`src/rtl/alarm_button_conditioner.sv`:
```
// alarm_button_conditioner: sync, debounce, edge-detect and auto-repeat the six alarm buttons
//   clk_1k/rst            : 1 kHz clock, synchronous active-high reset
//   raw_set_btn[2:0]      : async set buttons {sec, min, hour}
//   raw_confirm/cancel/stop : async command buttons
//   alarm_btn_t[2:0]      : one-cycle set pulses (press + auto-repeat)
//   btn_confirm/cancel/stop : one-cycle command pulses, stop > cancel > confirm
//   btn_level[5:0]        : debounced levels {stop, cancel, confirm, sec, min, hour}
module alarm_button_conditioner #(
  parameter int DEBOUNCE_MS     = 20,
  parameter int REPEAT_DELAY_MS = 500,
  parameter int REPEAT_RATE_MS  = 100,
  parameter bit ACTIVE_LOW      = 1'b0
) (
  input  logic       clk_1k,
  input  logic       rst,
  input  logic [2:0] raw_set_btn,
  input  logic       raw_confirm,
  input  logic       raw_cancel,
  input  logic       raw_stop,
  output logic [2:0] alarm_btn_t,
  output logic       btn_confirm,
  output logic       btn_cancel,
  output logic       btn_stop,
  output logic [5:0] btn_level
);
  localparam int DW   = $clog2(DEBOUNCE_MS);
  localparam int HMAX = (REPEAT_DELAY_MS > REPEAT_RATE_MS) ? REPEAT_DELAY_MS : REPEAT_RATE_MS;
  localparam int HW   = $clog2(HMAX + 1);
  localparam logic [DW-1:0] DB_LAST = DW'(DEBOUNCE_MS - 1);
  localparam logic [HW-1:0] DELAY_N = HW'(REPEAT_DELAY_MS);
  localparam logic [HW-1:0] RATE_N  = HW'(REPEAT_RATE_MS);
  typedef enum logic [1:0] {IDLE, DELAY, REPEAT} state_t;
  logic [5:0] raw_in, stable_nx, rise;
  logic [2:0] cmd_d, cmd_q;
  assign raw_in = {raw_stop, raw_cancel, raw_confirm, raw_set_btn} ^ {6{ACTIVE_LOW}};
  genvar i;
  for (i = 0; i < 6; i++) begin : g_db
    logic sync1_q, sync2_q, stable_d, stable_q;
    logic [DW-1:0] db_cnt_d, db_cnt_q;
    always_comb begin
      stable_d = (sync2_q != stable_q && db_cnt_q == DB_LAST) ? sync2_q : stable_q;
      db_cnt_d = (sync2_q == stable_q || db_cnt_q == DB_LAST) ? '0 : db_cnt_q + 1'b1;
    end
    always_ff @(posedge clk_1k) begin
      if (rst) begin
        sync1_q  <= 1'b0;
        sync2_q  <= 1'b0;
        stable_q <= 1'b0;
        db_cnt_q <= '0;
      end else begin
        sync1_q  <= raw_in[i];
        sync2_q  <= sync1_q;
        stable_q <= stable_d;
        db_cnt_q <= db_cnt_d;
      end
    end
    assign stable_nx[i] = stable_d;
    assign btn_level[i] = stable_q;
  end
  // Rising edge of the next debounced level, so pulses register on the same edge the level flips
  assign rise = stable_nx & ~btn_level;
  always_comb cmd_d = rise[5] ? 3'b100 : rise[4] ? 3'b010 : {2'b00, rise[3]};
  always_ff @(posedge clk_1k) cmd_q <= rst ? 3'b000 : cmd_d;
  assign {btn_stop, btn_cancel, btn_confirm} = cmd_q;
  for (i = 0; i < 3; i++) begin : g_rep
    state_t state_d, state_q;
    logic [HW-1:0] hold_d, hold_q, hold_inc;
    logic pulse_d, pulse_q;
    assign hold_inc = hold_q + 1'b1;
    // Release is taken from the next level so no repeat pulse can coincide with the falling edge
    always_comb begin
      state_d = state_q;
      hold_d  = hold_inc;
      pulse_d = 1'b0;
      if (!stable_nx[i]) begin
        state_d = IDLE;
        hold_d  = '0;
      end else if (rise[i]) begin
        state_d = DELAY;
        hold_d  = '0;
        pulse_d = 1'b1;
      end else if (state_q == DELAY && hold_inc == DELAY_N) begin
        state_d = REPEAT;
        hold_d  = '0;
        pulse_d = 1'b1;
      end else if (state_q == REPEAT && hold_inc == RATE_N) begin
        hold_d  = '0;
        pulse_d = 1'b1;
      end else if (state_q == IDLE) begin
        hold_d  = '0;
      end
    end
    always_ff @(posedge clk_1k) begin
      if (rst) begin
        state_q <= IDLE;
        hold_q  <= '0;
        pulse_q <= 1'b0;
      end else begin
        state_q <= state_d;
        hold_q  <= hold_d;
        pulse_q <= pulse_d;
      end
    end
    assign alarm_btn_t[i] = pulse_q;
  end
endmodule
```
`config.mk`:
```
export PLATFORM = sky130hd
export DESIGN_NAME = alarm_button_conditioner
export DESIGN_NICKNAME = d
export VERILOG_FILES = /design/src/rtl/alarm_button_conditioner.sv
export SDC_FILE = /design/constraint.sdc
export NUM_CORES = 1
export LEC_CHECK = 0
export ABC_AREA = 1
export BUFFER_PORTS_ARGS = -buffer_cell sky130_fd_sc_hd__buf_2
export CAP_MARGIN = 0
export CORE_MARGIN = 4
export CORE_UTILIZATION = 55
export DETAILED_ROUTE_END_ITERATION = 6
export GPL_TIMING_DRIVEN = 0
export HOLD_SLACK_MARGIN = 0.12
export PLACE_DENSITY_LB_ADDON = 0.15
export SLEW_MARGIN = 15
export SYNTH_ARGS = -nofsm -noshare
export SYNTH_HDL_FRONTEND = slang
export SYNTH_SLANG_ARGS = --single-unit
```
`constraint.sdc`:
```
create_clock -name clk_1k -period 2.3 [get_ports clk_1k]
set_clock_uncertainty 0.05 [all_clocks]
set_input_delay 0.115 -clock clk_1k [delete_from_list [all_inputs] [get_ports clk_1k]]
set_output_delay 0.115 -clock clk_1k [all_outputs]
set_load 0.005 [all_outputs]
```
==> metrics.md, run 1 <==
| Metric | Value |
|---|---|
| Result of the run | `finished, final reports clean` |
| Number of nets with antenna violations after routing | `0` |
| Buffer count from post-CTS setup fixing | `0` |
| Remaining routing DRC violations | `0` |
| Multiplexer fraction of the synthesized cell area | `0%` |
| Post-layout min period | `1850 ps` |
| Buffers on Ports | `18` |
| Reg2reg start | `g_rep[0].hold_q[0]` |
| Combined buffer and inverter count along the critical path | `0` |
| CTS sink cnt | `87` |
| Adder and majority gate portion of the synthesized area | `between 3 and 4%` |
| Hold path startpoint | `g_db[0].sync1_q` |
| Critical path startpoint category | `flip-flop` |
| Weighted congestion at the end of routability-driven global placement | `approximately 0.86` |
| Fin. max-slew vios | `0` |
| Per-cell routed wire length | `9.90 µm` |
| Depth of the worst hold-timing path | `2` |
| Iteration-0 DRC count of the detailed router | `76` |
| Share of the clock period used by the worst path | `approximately 80%` |
| Stage delay of the slowest cell on the critical path | `380 ps` |
| CTS clk-pin slew, worst paths | `approximately 100 ps` |
| Initial Utilization | `roughly 57%` |
| Type of the setup path with the least slack | `reg2reg` |
| Highest routing layer actually used | `met4` |
| Max-capacitance violation count | `0` |
| Mapped Nets | `~540` |
| Number of setup violations in the final report | `0` |
| Post-detailed-route via-to-cell ratio | `around 4.7` |
| Total of flip-flops plus latches after synthesis | `slightly below 90` |
| Final hold slack | `around 350 ps` |
| Pin count of the biggest net entering global routing | `17` |
| Area share of the leading cell type in the synthesized netlist | `between 40 and 50%` |
| Cell repeated most along the worst path | `nand2_1` |
| Die Ht | `92.3 µm` |
| Cell at the root of the clock tree | `clkbuf_8` |
| Number of cells on the critical path | `10` |
| Number of enable flip-flop cells after synthesis | `0` |
| Post-synthesis share of cell area spent on xor and xnor gates | `5.15%` |
| CTS tree | `built` |
| Primary FF master, synth | `dfxtp_1` |
| Share of layout cells above drive strength 1 | `about 14%` |
| Antenna diode count | `0` |
| Main area contributors after synthesis | `dfxtp_1, nor2_1, nand2_1, inv_1, nand3_1` |
| Main combinational cell family by area after synthesis | `simple AND/OR/NAND/NOR gates` |
| Worst Path Arrival | `between 2000 and 2500 ps` |
| Top cells by instance count after synthesis | `nor2_1, nand2_1, dfxtp_1, inv_1, nand3_1` |
| CP Cell Sequence | `ha_1, nand2_1, nor2_1, nand2_1, nand2_1, nand3_1, a21oi_1, nand3_1, nand3_2, nor2_1` |
| Most frequently used cell type in the post-synthesis netlist | `nor2_1` |
| GRT Total Usage | `16.4%` |
| Asr flop ratio synth | `0%` |
| Number of detailed-route iterations in the first pass | `4` |
| Std-Cell Core Area | `a little under 7000 µm²` |
| Layout Area Growth over Synthesis | `12.9%` |
| Peak fanout along the critical path | `8` |
| Maximum ir drop on the vdd rail | `between 0.4 and 0.5 mV` |
| Wire length on met3 | `177 µm` |
| Number of warnings reported in the yosys synthesis log | `0` |
| Number of core rows | `30` |
| Die area | `around 8500 µm²` |
| Synthesized netlist cell count | `between 500 and 600` |
| Setup repair after global routing missed its margin | `false` |
| Mapped Avg Cell Area | `around 7.6 µm²` |
| Pin slew with the least headroom to its limit | `roughly 420 ps` |
| Global-route congestion overflow total | `0` |
| Number of cells on the worst reg-to-reg path | `10` |
| Destination of the worst hold path | `g_db[0].sync2_q` |
| Synth Area in Simple Gates | `32.3%` |
| Global-route wire length before repair | `around 12,000 µm` |
| Leakage power figure | `roughly 1.8 nW` |
| Portion of the post-synthesis area used by sequential elements | `44.6%` |
| Slowest CP cell | `dfxtp_1` |
| Share of the synthesized area in compound gates (AO/OA/AOI/OAI) | `between 3 and 4%` |
| Worst r2r dst | `g_rep[0].hold_q[2]` |
| Met1 routed wirelength after detailed routing | `approximately 3100 µm` |
| Clock insertion delay at the later pin of the skew report | `350 ps` |
| Final hold violation count | `0` |
| Reg-to-reg slack, setup | `between 400 and 500 ps` |
| Power density of the placed cells | `~610 nW/µm²` |
| Gate family responsible for the most delay along the worst path | `simple AND/OR/NAND/NOR gates` |
| F_max | `about 540 MHz` |
| Total met2 wirelength after detailed routing | `3010 µm` |
| Distinct cell type count after synthesis | `37` |
| Number of levels in the clock H-tree | `3` |
| Initial antenna violation count | `0` |
| Setup TNS after final layout | `0 ps` |
| Rel. slew slack | `a little under three quarters` |
| Hold WC Path Type | `reg2reg` |
| Routed wire length | `about 6500 µm` |
| Post-Synthesis Cell Area | `~3900 µm²` |
| Nets | `approximately 570` |
| Max clock buf depth | `2` |
| Count of placed standard cells including taps | `between 600 and 700` |
| HPWL after detailed placement | `4730 µm` |
| Library cell occupying the most area in the post-synthesis netlist | `dfxtp_1` |
| Non-filler cells in the finished layout | `~660` |
| Critical path endpoint category | `flip-flop` |
| Vias | `around 3,100` |
| Die Wd | `92.3 µm` |
| Via count of the first global-routing pass | `between 2,000 and 3,000` |
| Boundary Pins | `20` |
| Worst EP required | `2480 ps` |
| Number of buffers added by the clock tree synthesis step | `9` |
registers in the layout, summed over array words and instances (netlist names):
signal and count:
cmd_q 3, g_db.db_cnt_q 30, g_db.stable_q 6, g_db.sync1_q 6, g_db.sync2_q 6, g_rep.hold_q 27
g_rep.pulse_q 3, g_rep.state_q 6
cells by family after synthesis:
family / count (synthesis)
AND/OR/NAND/NOR: 271
buffers and inverters: 98
AO/OA/AOI/OAI: 26
flip-flops: 87
adder cells (fa/ha/maj): 12
XOR/XNOR: 23
metrics by stage:
step / total power, W / instance area [µm²] / utilization (%) / setup WS, ps
floorplan: 0.00158 / 3910 / - / 724
global placement: 0.00159 / 4120 / 60.3 / 505
detailed placement: 0.00159 / 4120 / 60.3 / 426
CTS: 0.00271 / 4410 / 64.6 / 423
global route: 0.00279 / 4410 / 64.6 / 209
finish: 0.00268 / 4410 / 64.6 / 451
how the worst max path moves through the flow:
stage | start | end | slack [ps]
after global placement | g_rep[0].hold_q[0] | g_rep[0].hold_q[6] | 510
after floorplan | g_rep[2].hold_q[0] | g_rep[2].hold_q[6] | 720
final | g_rep[0].hold_q[0] | g_rep[0].hold_q[2] | 450
after detailed placement | g_rep[0].hold_q[0] | g_rep[0].hold_q[6] | 430
after global routing | g_rep[0].hold_q[0] | g_rep[0].hold_q[2] | 210
after CTS | g_rep[0].hold_q[0] | g_rep[0].hold_q[6] | 420
worst min-delay path: stages (launching register included):
cell     delay [ps]
dfxtp_1         310
inv_1            40
nor2_1           30
power breakdown:
| part | leakage [nW] | total [W] | internal (W) | switching [W] |
|---|---|---|---|---|
| combinational | 1.02 | 0.0000459 | 0.0000216 | 0.0000242 |
| clock | 0.105 | 0.00111 | 0.000549 | 0.000558 |
| sequential | 0.704 | 0.00153 | 0.00152 | 0.00000715 |
repair_timing:
item                      in CTS  in global routing
gates resized for setup        0                  0
hold endpoints to repair      12                  0
hold buffers                   8                  0
per-layer routing:
metal	global-route usage [%]	vias up
li1	-	1664
met1	20.4	1359
met2	27.8	40
met3	3.09	15
met4	7.05	0
met5	0	-
layout make-up:
type,instances,area (µm²)
timing repair buffer,26,170
fill,584,2420
buffer,11,76.3
multi-input combinational,332,1760
tap,96,120
sequential,87,1740
clock buffer,10,138
clock inverter,6,75.1
inverter,87,327
cells in the final DEF (no fill, tap or decap), drive strengths merged, types with 10 or more instances in the layout:
cell type / netlist / layout
buf: 11 / 29
a21oi: 13 / 13
ha: 12 / 12
xor2: 21 / 21
inv: 85 / 88
nand3: 44 / 44
clkbuf: 0 / 10
nand2: 91 / 91
dfxtp: 87 / 87
nor2: 111 / 111
(Power assumes the default switching activity.)
==> inputs of run 2 (changes only) <==
Clock period 2.3 ns to 1.9 ns, I/O delays scaled along.
==> metrics.md, run 2 (synthesized netlist as in run 1, its figures left out) <==
| Metric | Value |
|---|---|
| Minimum setup slack in the final design | `132 ps (was 451 ps)` |
| Slowest CP cell | `dfxtp_1 (unchanged)` |
| Initial Utilization | `57.2% (unchanged)` |
| Post-layout min period | `1770 ps (was 1850 ps)` |
| Placed inst area | `4120 µm² (unchanged)` |
| CTS sink cnt | `87 (unchanged)` |
| Critical path startpoint category | `flip-flop (unchanged)` |
| Commonest non-fill, non-tap cells in the layout | `nand2_1, nor2_1, inv_1, dfxtp_1, nand3_1 (was nor2_1, nand2_1, dfxtp_1)` |
| Wire length on met3 | `208 µm (was 177 µm)` |
| Cell-internal power | `0.00253 W (was 0.00209 W)` |
| Peak fanout along the critical path | `4 (was 8)` |
| Met1 routed wirelength after detailed routing | `3170 µm (was 3140 µm)` |
| Cell at the root of the clock tree | `clkbuf_8 (unchanged)` |
| Maximum ir drop on the vdd rail | `0.564 mV (was 0.466 mV)` |
| Post-detailed-route via-to-cell ratio | `4.75 (was 4.70)` |
| Total met2 wirelength after detailed routing | `3270 µm (was 3010 µm)` |
| Global-route congestion overflow total | `0 (unchanged)` |
| Cell repeated most along the worst path | `nor2_4 (was nand2_1)` |
| Weighted congestion at the end of routability-driven global placement | `0.860 (unchanged)` |
| Max clock buf depth | `2 (unchanged)` |
| Nets | `577 (was 574)` |
| Number of buffers added by the clock tree synthesis step | `9 (unchanged)` |
| Number of detailed-route iterations in the first pass | `4 (unchanged)` |
| HPWL after detailed placement | `4730 µm (unchanged)` |
| Max reg flops | `30 (unchanged)` |
| Utilization after layout | `65.8% (was 64.6%)` |
| Worst Path Arrival | `2010 ps (was 2030 ps)` |
| Placement-stage worst setup slack | `25.8 ps (was 426 ps)` |
| Final standard cell area without fillers | `4490 µm² (was 4410 µm²)` |
| Number of levels in the clock H-tree | `3 (unchanged)` |
| Setup repair after global routing missed its margin | `true (was false)` |
| Pin slew with the least headroom to its limit | `421 ps (about the same)` |
| Number of core rows | `30 (unchanged)` |
| Non-filler cells in the finished layout | `658 (was 655)` |
| Global-route wire length before repair | `11,700 µm (unchanged)` |
| Rel. slew slack | `71.9% (about the same)` |
| Max-capacitance violation count | `0 (unchanged)` |
| Hold WC Path Type | `reg2reg (unchanged)` |
| Die area | `8520 µm² (unchanged)` |
| Final hold violation count | `0 (unchanged)` |
| CP Cell Sequence | `ha_1, inv_2, nor2_4, nand3b_2, nand2_1, o21ai_1, or2_4, nor2_4, nand3_2, nor2_2 (was ha_1, nand2_1, nor2_1, nand2_1, nand2_1, nand3_1, a21oi_1, nand3_1, nand3_2, nor2_1)` |
| CTS tree | `built (unchanged)` |
| GRT Total Usage | `16.4% (unchanged)` |
| Std-Cell Core Area | `6830 µm² (unchanged)` |
| Top Registers | `g_db.db_cnt_q: 30 flops, g_rep.hold_q: 27 flops (unchanged)` |
| Boundary Pins | `20 (unchanged)` |
| Power density of the placed cells | `723 nW/µm² (was 607 nW/µm²)` |
| Most common cell after layout, fill and taps aside | `nand2_1 (was nor2_1)` |
| Initial antenna violation count | `0 (unchanged)` |
| Number of setup violations in the final report | `0 (unchanged)` |
| Buffers on Ports | `18 (unchanged)` |
| Count of placed standard cells including taps | `631 (unchanged)` |
| Routed wire length | `6800 µm (was 6490 µm)` |
| Share of layout cells above drive strength 1 | `16.7% (was 14.0%)` |
| Gate family responsible for the most delay along the worst path | `simple AND/OR/NAND/NOR gates (unchanged)` |
| Switching power share of the total | `22.1% (was 22.0%)` |
| Fin. max-slew vios | `0 (unchanged)` |
| Die Ht | `92.3 µm (unchanged)` |
| Die Wd | `92.3 µm (unchanged)` |
| Vias | `3,124 (was 3,078)` |
| Per-cell routed wire length | `10.3 µm (was 9.90 µm)` |
| Stage delay of the slowest cell on the critical path | `370 ps (was 380 ps)` |
| Iteration-0 DRC count of the detailed router | `80 (was 76)` |
| Part of the total power dissipated in the clock network | `41.4% (was 41.3%)` |
| Leakage power figure | `1.83 nW (about the same)` |
| Clock insertion delay at the later pin of the skew report | `350 ps (about the same)` |
| Highest routing layer actually used | `met4 (unchanged)` |
| Type of the setup path with the least slack | `reg2reg (unchanged)` |
| Most flops, register | `g_db.db_cnt_q (unchanged)` |
| Critical path endpoint category | `flip-flop (unchanged)` |
| Fraction of power consumed by combinational cells | `1.7% (about the same)` |
| Combined buffer and inverter count along the critical path | `1 (was 0)` |
| Reported net switching power | `0.000718 W (was 0.000589 W)` |
| Via count of the first global-routing pass | `2,908 (unchanged)` |
| Share of the clock period used by the worst path | `93.1% (was 80.4%)` |
| Worst EP required | `2140 ps (was 2480 ps)` |
| Number of nets with antenna violations after routing | `0 (unchanged)` |
| Result of the run | `finished, final reports clean (unchanged)` |
| Remaining routing DRC violations | `0 (unchanged)` |
| F_max | `566 MHz (was 541 MHz)` |
| CTS clk-pin slew, worst paths | `90 ps (was 100 ps)` |
| Layout Area Growth over Synthesis | `14.9% (was 12.9%)` |
| Antenna diode count | `0 (unchanged)` |
| Fraction of power consumed by sequential logic | `56.9% (was 57.0%)` |
| Pin count of the biggest net entering global routing | `17 (unchanged)` |
==> run 2: cell types whose count changed in the layout (fill, tap and decap cells not counted), sizes merged <==
cell / delta
nand3: +1
buf: +1
nand4: +1
==> run 2: through the flow <==
| step | setup TNS [ps] | hold WS, ps | total power [W] |
|---|---|---|---|
| global placement | 0 | 245 | 0.00193 |
| finish | 0 | 355 | 0.00325 |
| floorplan | 0 | 152 | 0.00191 |
| global route | -201 | 370 | 0.00337 |
| detailed placement | 0 | 251 | 0.00193 |
| CTS | 0 | 358 | 0.00328 |
==> run 2: power groups by stage <==
stage | Sequential [W] | Clock, W | Combinational, W
finish | 0.00185 | 0.00134 | 0.0000553
floorplan | 0.00189 | 0 | 0.0000280
global placement | 0.00189 | 0 | 0.0000409
detailed placement | 0.00189 | 0 | 0.0000418
global route | 0.00185 | 0.00146 | 0.0000634
CTS | 0.00185 | 0.00138 | 0.0000547
==> run 2: layout make-up <==
cell class	count	area (µm²)
Clock buffer	10	138
Tap cell	96	120
Buffer	11	76.3
Clock inverter	6	75.1
Inverter	87	327
Multi-Input combinational cell	334	1830
Timing Repair Buffer	27	178
Fill cell	576	2340
Sequential cell	87	1750
==> run 2: metal layers <==
metal | GRT usage (%) | vias to the layer above
met5 | 0 | -
met4 | 7.05 | 0
met3 | 3.09 | 14
met2 | 27.8 | 48
met1 | 20.4 | 1388
li1 | - | 1674
==> run 2: path summary, 6_finish.rpt <==
check | start | slack [ps] | endpoint | cells past startpoint
worst max register to register | g_db[2].db_cnt_q[0] | 130 | g_rep[2].hold_q[7] | 10
worst min-delay path | g_db[5].sync1_q | 350 | g_db[5].sync2_q | 2
worst min register to register | g_db[5].sync1_q | 350 | g_db[5].sync2_q | 2
worst max-delay path | g_db[2].db_cnt_q[0] | 130 | g_rep[2].hold_q[7] | 10
==> run 2: what timing repair did <==
item / in CTS / in global routing
buffers inserted: 0 / 1
hold buffers: 8 / 0
endpoints found under the setup margin: 0 / 31
gates resized for setup: 0 / 16
hold endpoints to repair: 12 / 0
==> run 2: worst min-delay path, stage by stage, from the launching register on <==
cell,delay [ps]
dfxtp_1,300
inv_1,40
nor2_1,30
==> inputs of run 3 (changes only) <==
Settings changed: MAX_ROUTING_LAYER from default to met4.
==> metrics.md, run 3 (synthesized netlist as in run 1, its figures left out) <==
| Metric | Value |
|---|---|
| Result of the run | `finished, final reports clean (unchanged)` |
| Clock insertion delay at the later pin of the skew report | `350 ps (about the same)` |
| Minimum setup slack in the final design | `137 ps (was 132 ps)` |
| Number of cells on the worst reg-to-reg path | `10 (unchanged)` |
| Critical path startpoint category | `flip-flop (unchanged)` |
| CTS clk-pin slew, worst paths | `100 ps (was 90 ps)` |
| Startpoint of the worst setup timing path | `g_db[2].db_cnt_q[0] (unchanged)` |
| Initial Utilization | `57.2% (unchanged)` |
| Rel. slew slack | `72.0% (was 71.9%)` |
| Std-Cell Core Area | `6830 µm² (unchanged)` |
| CTS tree | `built (unchanged)` |
| GRT Total Usage | `16.9% (was 16.4%)` |
| Number of setup violations in the final report | `0 (unchanged)` |
| Max reg flops | `30 (unchanged)` |
| Antenna diode count | `0 (unchanged)` |
| Share of layout cells above drive strength 1 | `16.7% (unchanged)` |
| Worst Path Arrival | `2000 ps (was 2010 ps)` |
| Maximum ir drop on the vdd rail | `0.564 mV (about the same)` |
| Weighted congestion at the end of routability-driven global placement | `0.874 (was 0.860)` |
| Max clock buf depth | `2 (unchanged)` |
| Pin count of the biggest net entering global routing | `17 (unchanged)` |
| Setup repair after global routing missed its margin | `true (unchanged)` |
| Placement-stage worst setup slack | `25.8 ps (unchanged)` |
| Most common cell after layout, fill and taps aside | `nand2_1 (unchanged)` |
| Remaining routing DRC violations | `0 (unchanged)` |
| Stage delay of the slowest cell on the critical path | `360 ps (was 370 ps)` |
| Layout Area Growth over Synthesis | `14.9% (unchanged)` |
| HPWL after detailed placement | `4730 µm (unchanged)` |
| Fin. max-slew vios | `0 (unchanged)` |
| Most flops, register | `g_db.db_cnt_q (unchanged)` |
| Worst EP required | `2130 ps (was 2140 ps)` |
| Leakage power figure | `1.83 nW (unchanged)` |
| Combined buffer and inverter count along the critical path | `1 (unchanged)` |
| Number of buffers added by the clock tree synthesis step | `9 (unchanged)` |
| Utilization after layout | `65.8% (unchanged)` |
| Die Wd | `92.3 µm (unchanged)` |
| Commonest non-fill, non-tap cells in the layout | `nand2_1, nor2_1, inv_1, dfxtp_1, nand3_1 (unchanged)` |
| Number of levels in the clock H-tree | `3 (unchanged)` |
| Cell repeated most along the worst path | `nor2_4 (unchanged)` |
| Type of the setup path with the least slack | `reg2reg (unchanged)` |
| Iteration-0 DRC count of the detailed router | `74 (was 80)` |
| Count of placed standard cells including taps | `631 (unchanged)` |
| Power density of the placed cells | `722 nW/µm² (was 723 nW/µm²)` |
| Initial antenna violation count | `0 (unchanged)` |
| Via count of the first global-routing pass | `2,908 (unchanged)` |
| Global-route wire length before repair | `11,700 µm (unchanged)` |
| Post-detailed-route via-to-cell ratio | `4.74 (was 4.75)` |
| Vias | `3,120 (was 3,124)` |
| Critical path endpoint category | `flip-flop (unchanged)` |
| Per-cell routed wire length | `10.3 µm (about the same)` |
| Final hold violation count | `0 (unchanged)` |
| Routed wire length | `6780 µm (was 6800 µm)` |
| Peak fanout along the critical path | `4 (unchanged)` |
| Number of nets with antenna violations after routing | `0 (unchanged)` |
| Worst r2r dst | `g_rep[2].hold_q[7] (unchanged)` |
| Top Registers | `g_db.db_cnt_q: 30 flops, g_rep.hold_q: 27 flops (unchanged)` |
| Slowest CP cell | `dfxtp_1 (unchanged)` |
| CP Cell Sequence | `ha_1, inv_2, nor2_4, nand3b_2, nand2_1, o21ai_1, or2_4, nor2_4, nand3_2, nor2_2 (unchanged)` |
| F_max | `567 MHz (was 566 MHz)` |
| Global-route congestion overflow total | `0 (unchanged)` |
| Buffers on Ports | `18 (unchanged)` |
| Reg2reg start | `g_db[2].db_cnt_q[0] (unchanged)` |
| Max-capacitance violation count | `0 (unchanged)` |
| Pin slew with the least headroom to its limit | `420 ps (was 421 ps)` |
| Die Ht | `92.3 µm (unchanged)` |
| Total Power Consumption | `0.00324 W (was 0.00325 W)` |
| Post-layout min period | `1760 ps (was 1770 ps)` |
| Gate family responsible for the most delay along the worst path | `simple AND/OR/NAND/NOR gates (unchanged)` |
| Number of detailed-route iterations in the first pass | `4 (unchanged)` |
| Cell at the root of the clock tree | `clkbuf_8 (unchanged)` |
| Endpoint of the worst setup timing path | `g_rep[2].hold_q[7] (unchanged)` |
| Number of core rows | `30 (unchanged)` |
| Non-filler cells in the finished layout | `658 (unchanged)` |
| Hold WC Path Type | `reg2reg (unchanged)` |
| Boundary Pins | `20 (unchanged)` |
| Die area | `8520 µm² (unchanged)` |
| Reg-to-reg slack, setup | `140 ps (was 130 ps)` |
| Share of the clock period used by the worst path | `92.8% (was 93.1%)` |
| Number of cells on the critical path | `10 (unchanged)` |
| CTS sink cnt | `87 (unchanged)` |
| Nets | `577 (unchanged)` |
==> run 3: how the worst min path moves through the flow <==
stage          cells past startpoint               to  slack, ps       startpoint
2_1_floorplan                      2  g_db[0].sync1_q        150   raw_set_btn[0]
3_3_place_gp                       3  g_db[4].sync1_q        240       raw_cancel
3_5_place_dp                       3  g_db[4].sync1_q        250       raw_cancel
4_1_cts                            2  g_db[5].sync2_q        360  g_db[5].sync1_q
5_1_grt                            2  g_db[0].sync2_q        370  g_db[0].sync1_q
6_report                           2  g_db[0].sync2_q        350  g_db[0].sync1_q
==> run 3: layout make-up <==
type,instances,area [µm²]
buffer,11,76.3
clock buffer,10,138
clock inverter,6,75.1
fill,576,2340
inverter,87,327
multi-input combinational,334,1830
sequential,87,1750
tap,96,120
timing repair buffer,27,178
==> run 3: routing by layer <==
layer / part of all wire (%) / wire, µm / global-route usage (%)
met5: 0 / 0 / -
met4: 2.3 / 157 / 7.05
met3: 2.6 / 177 / 3.01
met2: 48 / 3240 / 27.8
met1: 47 / 3200 / 20.4
==> run 3: through the flow <==
| stage | TNS [ps] | hold slack (ps) | cell area [µm²] |
|---|---|---|---|
| 5_1_grt | -201 | 370 | 4490 |
| 3_3_place_gp | 0 | 245 | 4120 |
| 4_1_cts | 0 | 358 | 4410 |
| 2_1_floorplan | 0 | 152 | 3910 |
| 6_report | 0 | 353 | 4490 |
| 3_5_place_dp | 0 | 251 | 4120 |
==> run 3: report_power, final <==
part | leakage, nW | internal, W | switching [W] | total [W]
clock network | 0.105 | 0.000665 | 0.000678 | 0.00134
logic | 1.02 | 0.0000262 | 0.0000292 | 0.0000554
registers | 0.705 | 0.00184 | 0.00000851 | 0.00185
==> run 3: worst min-delay path: stages, from the launching register on <==
cell and delay, ps:
dfxtp_1 310, inv_1 40, nor2_1 30
==> run 3: what timing repair did <==
item / in CTS / in global routing
setup endpoints to repair: 0 / 31
buffers inserted: 0 / 1
hold endpoints to repair: 12 / 0
resized for setup: 0 / 16
hold buffers: 8 / 0
